**config.mk**
```make
export PLATFORM = sky130hd
export DESIGN_NAME = qdma_master
export DESIGN_NICKNAME = d
export VERILOG_FILES = /design/src/rtl/qdma_master.sv
export SDC_FILE = /design/constraint.sdc
export NUM_CORES = 1
export LEC_CHECK = 0
export ABC_AREA = 1
export CAP_MARGIN = 20
export CORE_ASPECT_RATIO = 0.5
export CORE_MARGIN = 2
export CORE_UTILIZATION = 62
export CTS_BUF_LIST = sky130_fd_sc_hd__clkbuf_8
export DETAILED_ROUTE_END_ITERATION = 12
export GPL_TIMING_DRIVEN = 0
export PLACE_DENSITY_LB_ADDON = 0.05
export SYNTH_ARGS = -nofsm -noshare
export SYNTH_HDL_FRONTEND = slang
export SYNTH_SLANG_ARGS = --single-unit
```
**constraint.sdc**
```tcl
create_clock -name clk -period 3.8 [get_ports clk]
set_input_delay 0.76 -clock clk [delete_from_list [all_inputs] [get_ports clk]]
set_output_delay 0.76 -clock clk [all_outputs]
set_load 0.01 [all_outputs]
```
**src/rtl/qdma_master.sv**
```systemverilog
// QBUS DMA bus master: arbitrates for the bus, then runs one DATI or DATO
// word cycle per tenure with address/data setup timing and an NXM timeout.
module qdma_master #(
    parameter int ADDR_SETUP = 3,
    parameter int DOUT_SETUP = 2,
    parameter int TIMEOUT    = 200
) (
    input  logic clk,
    input  logic init,
    input  logic dma_read_req,
    input  logic dma_write_req,
    output logic dma_bus_master,
    output logic dma_complete,
    output logic dma_nxm,
    input  logic RDMG,
    input  logic RSYNC,
    input  logic RRPLY,
    output logic TDMR,
    output logic TSACK,
    output logic TDMGO,
    output logic TSYNC,
    output logic TDIN,
    output logic TDOUT,
    output logic TWTBT,
    output logic TADDR_EN,
    output logic TDATA_EN
);
    localparam int AC_W = (ADDR_SETUP < 1) ? 1 : $clog2(ADDR_SETUP + 1);
    localparam int DC_W = (DOUT_SETUP < 1) ? 1 : $clog2(DOUT_SETUP + 1);
    localparam int TC_W = (TIMEOUT < 1) ? 1 : $clog2(TIMEOUT + 1);
    localparam logic [AC_W-1:0] ADDR_LAST = AC_W'(ADDR_SETUP - 1);
    localparam logic [DC_W-1:0] DOUT_LAST = DC_W'(DOUT_SETUP - 1);
    localparam logic [TC_W-1:0] TO_LAST   = TC_W'(TIMEOUT - 1);

    typedef enum logic [3:0] {
        IDLE, REQ, WAIT_BUS, ADDR, SYNC, DATA, DONE, HOLD, RELEASE
    } state_t;

    state_t          state_reg, state_next;
    logic            is_read_reg, is_read_next;
    logic [AC_W-1:0] addr_cnt_reg, addr_cnt_next;
    logic [DC_W-1:0] dout_cnt_reg, dout_cnt_next;
    logic [TC_W-1:0] to_cnt_reg, to_cnt_next;
    logic            tdmr_reg, tdmr_next;
    logic            tsack_reg, tsack_next;
    logic            tsync_reg, tsync_next;
    logic            tdin_reg, tdin_next;
    logic            tdout_reg, tdout_next;
    logic            twtbt_reg, twtbt_next;
    logic            taddr_en_reg, taddr_en_next;
    logic            tdata_en_reg, tdata_en_next;
    logic            bus_master_reg, bus_master_next;
    logic            complete_reg, complete_next;
    logic            nxm_reg, nxm_next;

    always_ff @(posedge clk or posedge init) begin
        if (init) begin
            state_reg      <= IDLE;
            is_read_reg    <= 1'b0;
            addr_cnt_reg   <= '0;
            dout_cnt_reg   <= '0;
            to_cnt_reg     <= '0;
            tdmr_reg       <= 1'b0;
            tsack_reg      <= 1'b0;
            tsync_reg      <= 1'b0;
            tdin_reg       <= 1'b0;
            tdout_reg      <= 1'b0;
            twtbt_reg      <= 1'b0;
            taddr_en_reg   <= 1'b0;
            tdata_en_reg   <= 1'b0;
            bus_master_reg <= 1'b0;
            complete_reg   <= 1'b0;
            nxm_reg        <= 1'b0;
        end else begin
            state_reg      <= state_next;
            is_read_reg    <= is_read_next;
            addr_cnt_reg   <= addr_cnt_next;
            dout_cnt_reg   <= dout_cnt_next;
            to_cnt_reg     <= to_cnt_next;
            tdmr_reg       <= tdmr_next;
            tsack_reg      <= tsack_next;
            tsync_reg      <= tsync_next;
            tdin_reg       <= tdin_next;
            tdout_reg      <= tdout_next;
            twtbt_reg      <= twtbt_next;
            taddr_en_reg   <= taddr_en_next;
            tdata_en_reg   <= tdata_en_next;
            bus_master_reg <= bus_master_next;
            complete_reg   <= complete_next;
            nxm_reg        <= nxm_next;
        end
    end

    always_comb begin
        state_next      = state_reg;
        is_read_next    = is_read_reg;
        addr_cnt_next   = addr_cnt_reg;
        dout_cnt_next   = dout_cnt_reg;
        to_cnt_next     = to_cnt_reg;
        tdmr_next       = tdmr_reg;
        tsack_next      = tsack_reg;
        tsync_next      = tsync_reg;
        tdin_next       = tdin_reg;
        tdout_next      = tdout_reg;
        twtbt_next      = twtbt_reg;
        taddr_en_next   = taddr_en_reg;
        tdata_en_next   = tdata_en_reg;
        bus_master_next = bus_master_reg;
        complete_next   = 1'b0;
        nxm_next        = 1'b0;

        case (state_reg)
            IDLE: begin
                if (dma_read_req || dma_write_req) begin
                    state_next   = REQ;
                    tdmr_next    = 1'b1;
                    is_read_next = dma_read_req;
                end
            end
            REQ: begin
                // A withdrawn request wins over a simultaneous grant so the
                // grant falls through to TDMGO from IDLE.
                if (!(dma_read_req || dma_write_req)) begin
                    state_next = IDLE;
                    tdmr_next  = 1'b0;
                end else if (RDMG) begin
                    state_next = WAIT_BUS;
                    tsack_next = 1'b1;
                    tdmr_next  = 1'b0;
                end
            end
            WAIT_BUS: begin
                if (!RSYNC && !RRPLY) begin
                    state_next      = ADDR;
                    bus_master_next = 1'b1;
                    taddr_en_next   = 1'b1;
                    twtbt_next      = !is_read_reg;
                    addr_cnt_next   = '0;
                end
            end
            ADDR: begin
                if (addr_cnt_reg == ADDR_LAST) begin
                    state_next = SYNC;
                    tsync_next = 1'b1;
                end else begin
                    addr_cnt_next = addr_cnt_reg + 1'b1;
                end
            end
            SYNC: begin
                state_next    = DATA;
                taddr_en_next = 1'b0;
                twtbt_next    = 1'b0;
                tdin_next     = is_read_reg;
                tdata_en_next = !is_read_reg;
                to_cnt_next   = '0;
                dout_cnt_next = '0;
            end
            DATA: begin
                // A DATO reply only counts once TDOUT has been asserted.
                if (RRPLY && (is_read_reg || tdout_reg)) begin
                    state_next    = DONE;
                    complete_next = 1'b1;
                end else begin
                    if (!is_read_reg && !tdout_reg) begin
                        if (dout_cnt_reg == DOUT_LAST) begin
                            tdout_next = 1'b1;
                        end else begin
                            dout_cnt_next = dout_cnt_reg + 1'b1;
                        end
                    end
                    if (!RRPLY) begin
                        if (to_cnt_reg == TO_LAST) begin
                            state_next    = RELEASE;
                            nxm_next      = 1'b1;
                            tdin_next     = 1'b0;
                            tdout_next    = 1'b0;
                            tsync_next    = 1'b0;
                            tdata_en_next = 1'b0;
                        end else begin
                            to_cnt_next = to_cnt_reg + 1'b1;
                        end
                    end
                end
            end
            DONE: begin
                state_next = HOLD;
                tdin_next  = 1'b0;
                tdout_next = 1'b0;
            end
            HOLD: begin
                if (!RRPLY) begin
                    state_next    = RELEASE;
                    tsync_next    = 1'b0;
                    tdata_en_next = 1'b0;
                end
            end
            RELEASE: begin
                state_next      = IDLE;
                tsack_next      = 1'b0;
                bus_master_next = 1'b0;
            end
            default: begin
                state_next = IDLE;
            end
        endcase
    end

    assign TDMGO          = (state_reg == IDLE) && RDMG && !init;
    assign TDMR           = tdmr_reg;
    assign TSACK          = tsack_reg;
    assign TSYNC          = tsync_reg;
    assign TDIN           = tdin_reg;
    assign TDOUT          = tdout_reg;
    assign TWTBT          = twtbt_reg;
    assign TADDR_EN       = taddr_en_reg;
    assign TDATA_EN       = tdata_en_reg;
    assign dma_bus_master = bus_master_reg;
    assign dma_complete   = complete_reg;
    assign dma_nxm        = nxm_reg;

endmodule

```
==> flow_summary.ini <==
[run_status]
status = finished clean

[job]
max_cap_violations = 0

[clock_tree]
clock_sinks = 28
clk_latency_ns = 0.29
postCtsSetupBuffers = 0
clockBufferDepth = 2
cts_tree = yes
clkTransAtPathRegs_ns = 0.09
numCtsBuffers = 3
clock-root-buffer = clkbuf_8
htree_levels = 1
ctsHoldBuffers = 0
postCtsResizedCells = 0

[detailed_routing]
wl_met2_um = 1560
vias = 1472
dr.pass1.iters = 4
wl_met3_um = 187
routed_wl_um = 3480
drc = 0
wire_per_inst_um = 12.5
postRouteAntennaNets = 0
met1_length_um = 1710
drtIter0Drc = 92
top_layer_used = met4
vias_per_cell = 5.28

[sta]
worst_pin_slew_ns = 0.421
setup_tns_ns = 0
max_freq_mhz = 363
fin_skew_ns = 0.0134
whs_ns = 0.490
period_share_pct = 72.6
grt_setup_unrepaired = false
fin_crit_ns = 2.76
maxSlewViolCount = 0
slew_headroom_pct = 71.9
finalHoldViolations = 0
finalSetupViolCount = 0

[finish]
largest_register_ffs = 8
final_layout_size_suffix_gt1_share_pct = 12.8
regArea_um2 = 701
diodes = 0
fillerInstances = 195
multi_input_area_um2 = 787
synthToLayoutAreaGrowth_pct = 20.0
nets = 253

[critical_path]
cp_cell_sequence = clkdlybuf4s50_1 > inv_1 > nor3_1 > clkdlybuf4s50_1
rr_endpoint = to_cnt_reg[0]
cp.depth = 4
reg2reg_from = to_cnt_reg[0]
cp_slowest_stage_delay_ns = 0.56
critPathMaxFanout = 3
cp.buffers_inverters = 3
crit_top_cell = clkdlybuf4s50_1
crit_end = TDMGO
r2r_setup_slack_ns = 2.23
slowest_stage = clkdlybuf4s50_1
crit_start = RDMG
reg2reg_depth = 8
critPathKind = input pin to output pin
arrival_ns = 2.00
cp.required_ns = 3.04
end_kind = output pin
setup.worst_path.start_class = input pin
path_delay_family = buffers and inverters

[synth]
ys_ff_latch = 28
yosysTopAreaCellShare_pct = 43.0
synth_area_um2 = 1630
synthArstFlopShare_pct = 100
synth_nets = 229
yosysWarnings = 0
ys_seq_area_share_pct = 43.0
synth_area_leaders = dfrtp_1, nand2_1, inv_1
yosys-top-cells-count = nand2_1, dfrtp_1, inv_1, nor2_1, nand3_1
synth.most_common_cell = nand2_1
synth_edf_count = 0
yosysTopAreaCell = dfrtp_1
synthFlopType = dfrtp_1
syn_avg_cell_area_um2 = 7.44
synthCells = 219
ys_types = 26

[die]
die_w_um = 76.5
rows = 13
ios = 19
floorplan.initialDensity_pct = 63.8
core_um2 = 2550
chipHeight_um = 40.3
dieArea_um2 = 3080

[global_routing]
grt_max_degree = 29
grt.total_usage_pct = 24.2
grt_pass1_vias = 1273
grt_antenna_before_repair = 0
overflow = 0
grt_pass1_wl_um = 5680

[power]
pwr-share-seq_pct = 35.3
switchingPower_w = 0.000495
max-vdd-ir-drop_mv = 0.412
p_leak_nw = 0.957
swShare_pct = 40.1
comb_power_share_pct = 45.0
clock_power_share_pct = 19.6
power.density_nw_per_um2 = 630
power.internal_w = 0.000738
power_w = 0.00123

[placement]
port_buffers = 18
gp_congestion = 0.881
dp_hpwl_um = 2560

[hold_path]
hold_class = flop to flop
-- worst min path at each step --
stage	startpoint	end	slack, ns	cells after the start
final	TSYNC	TSYNC	0.49	2
after global placement	TSYNC	TSYNC	0.46	2
after floorplan	dout_cnt_reg[0]	dout_cnt_reg[0]	0.46	1
after detailed placement	TSYNC	TSYNC	0.46	2
after global routing	TSYNC	TSYNC	0.54	2
after CTS	TSYNC	TSYNC	0.49	2
-- worst reg2reg max path, stage by stage, from the launching register on --
cell     delay [ns]
dfrtp_1        0.43
ha_1           0.26
nand3_1        0.10
nor2_1         0.19
nand2_1        0.10
nand2_2        0.13
buf_6          0.17
nand2_1        0.07
o21ai_2        0.06
-- routing by layer --
metal / up-vias / GRT usage [%]
met4: 0 / 4.09
met2: 43 / 44.0
met3: 4 / 4.95
li1: 746 / -
met5: - / 0
met1: 679 / 31.9
-- power by group through the flow --
stage / clock network (W) / registers, W / logic, W
finish: 0.000242 / 0.000435 / 0.000555
global route: 0.000252 / 0.000443 / 0.000625
CTS: 0.000243 / 0.000434 / 0.000547
detailed placement: 0 / 0.000438 / 0.000544
global placement: 0 / 0.000437 / 0.000529
floorplan: 0 / 0.000447 / 0.000356
-- cells in the final DEF, fill, tap and decap left out --
master,netlist,final
buf_16,0,1
o21ai_2,4,4
nand2_2,3,3
buf_4,2,2
clkdlybuf4s50_1,0,18
o21bai_1,1,1
inv_2,3,3
inv_1,28,28
bufinv_16,0,1
xor2_1,2,2
nand4_2,1,1
o22ai_1,2,2
a21oi_2,1,1
nand3_1,21,21
nor3_1,4,4
nor2_4,1,1
or2_0,1,1
o21ai_1,2,2
clkbuf_8,0,3
nand3_2,3,3
a21oi_1,4,4
or2_2,1,1
ha_1,3,3
o21ai_0,9,9
nor2_1,22,22
nor2_2,6,6
nand4_1,6,6
buf_6,1,1
nand2_1,60,60
dfrtp_1,28,28
-- metrics by stage --
stage               cell area, µm²  std cells  setup WS [ns]  util [%]
floorplan                     1630        219           1.93         -
CTS                           1930        278           1.03      75.5
global route                  1960        279          0.934      76.6
global placement              1860        274           1.04      72.7
finish                        1960        279           1.04      76.6
detailed placement            1860        274           1.05      72.7
-- layout make-up --
| cell class | instances | area share, % |
|---|---|---|
| Clock inverter | 1 | 1.54 |
| Timing Repair Buffer | 19 | 10.6 |
| Buffer | 3 | 1.34 |
| Inverter | 31 | 5.95 |
| Sequential cell | 28 | 35.8 |
| Clock buffer | 3 | 2.11 |
| Multi-Input combinational cell | 157 | 40.2 |
| Tap cell | 37 | 2.37 |
-- cells by family (layout without fill, tap and decap cells) --
kind of cell	count (synthesis)	in the layout	synth area share [%]
flops	28	28	43.0
buf+inv	34	57	8.75
simple gates	129	129	36.4
fa+ha+maj	3	3	2.30
xor+xnor	2	2	1.07
compound gates	23	23	8.52
No activity file was read; power rests on OpenSTA's default activity.
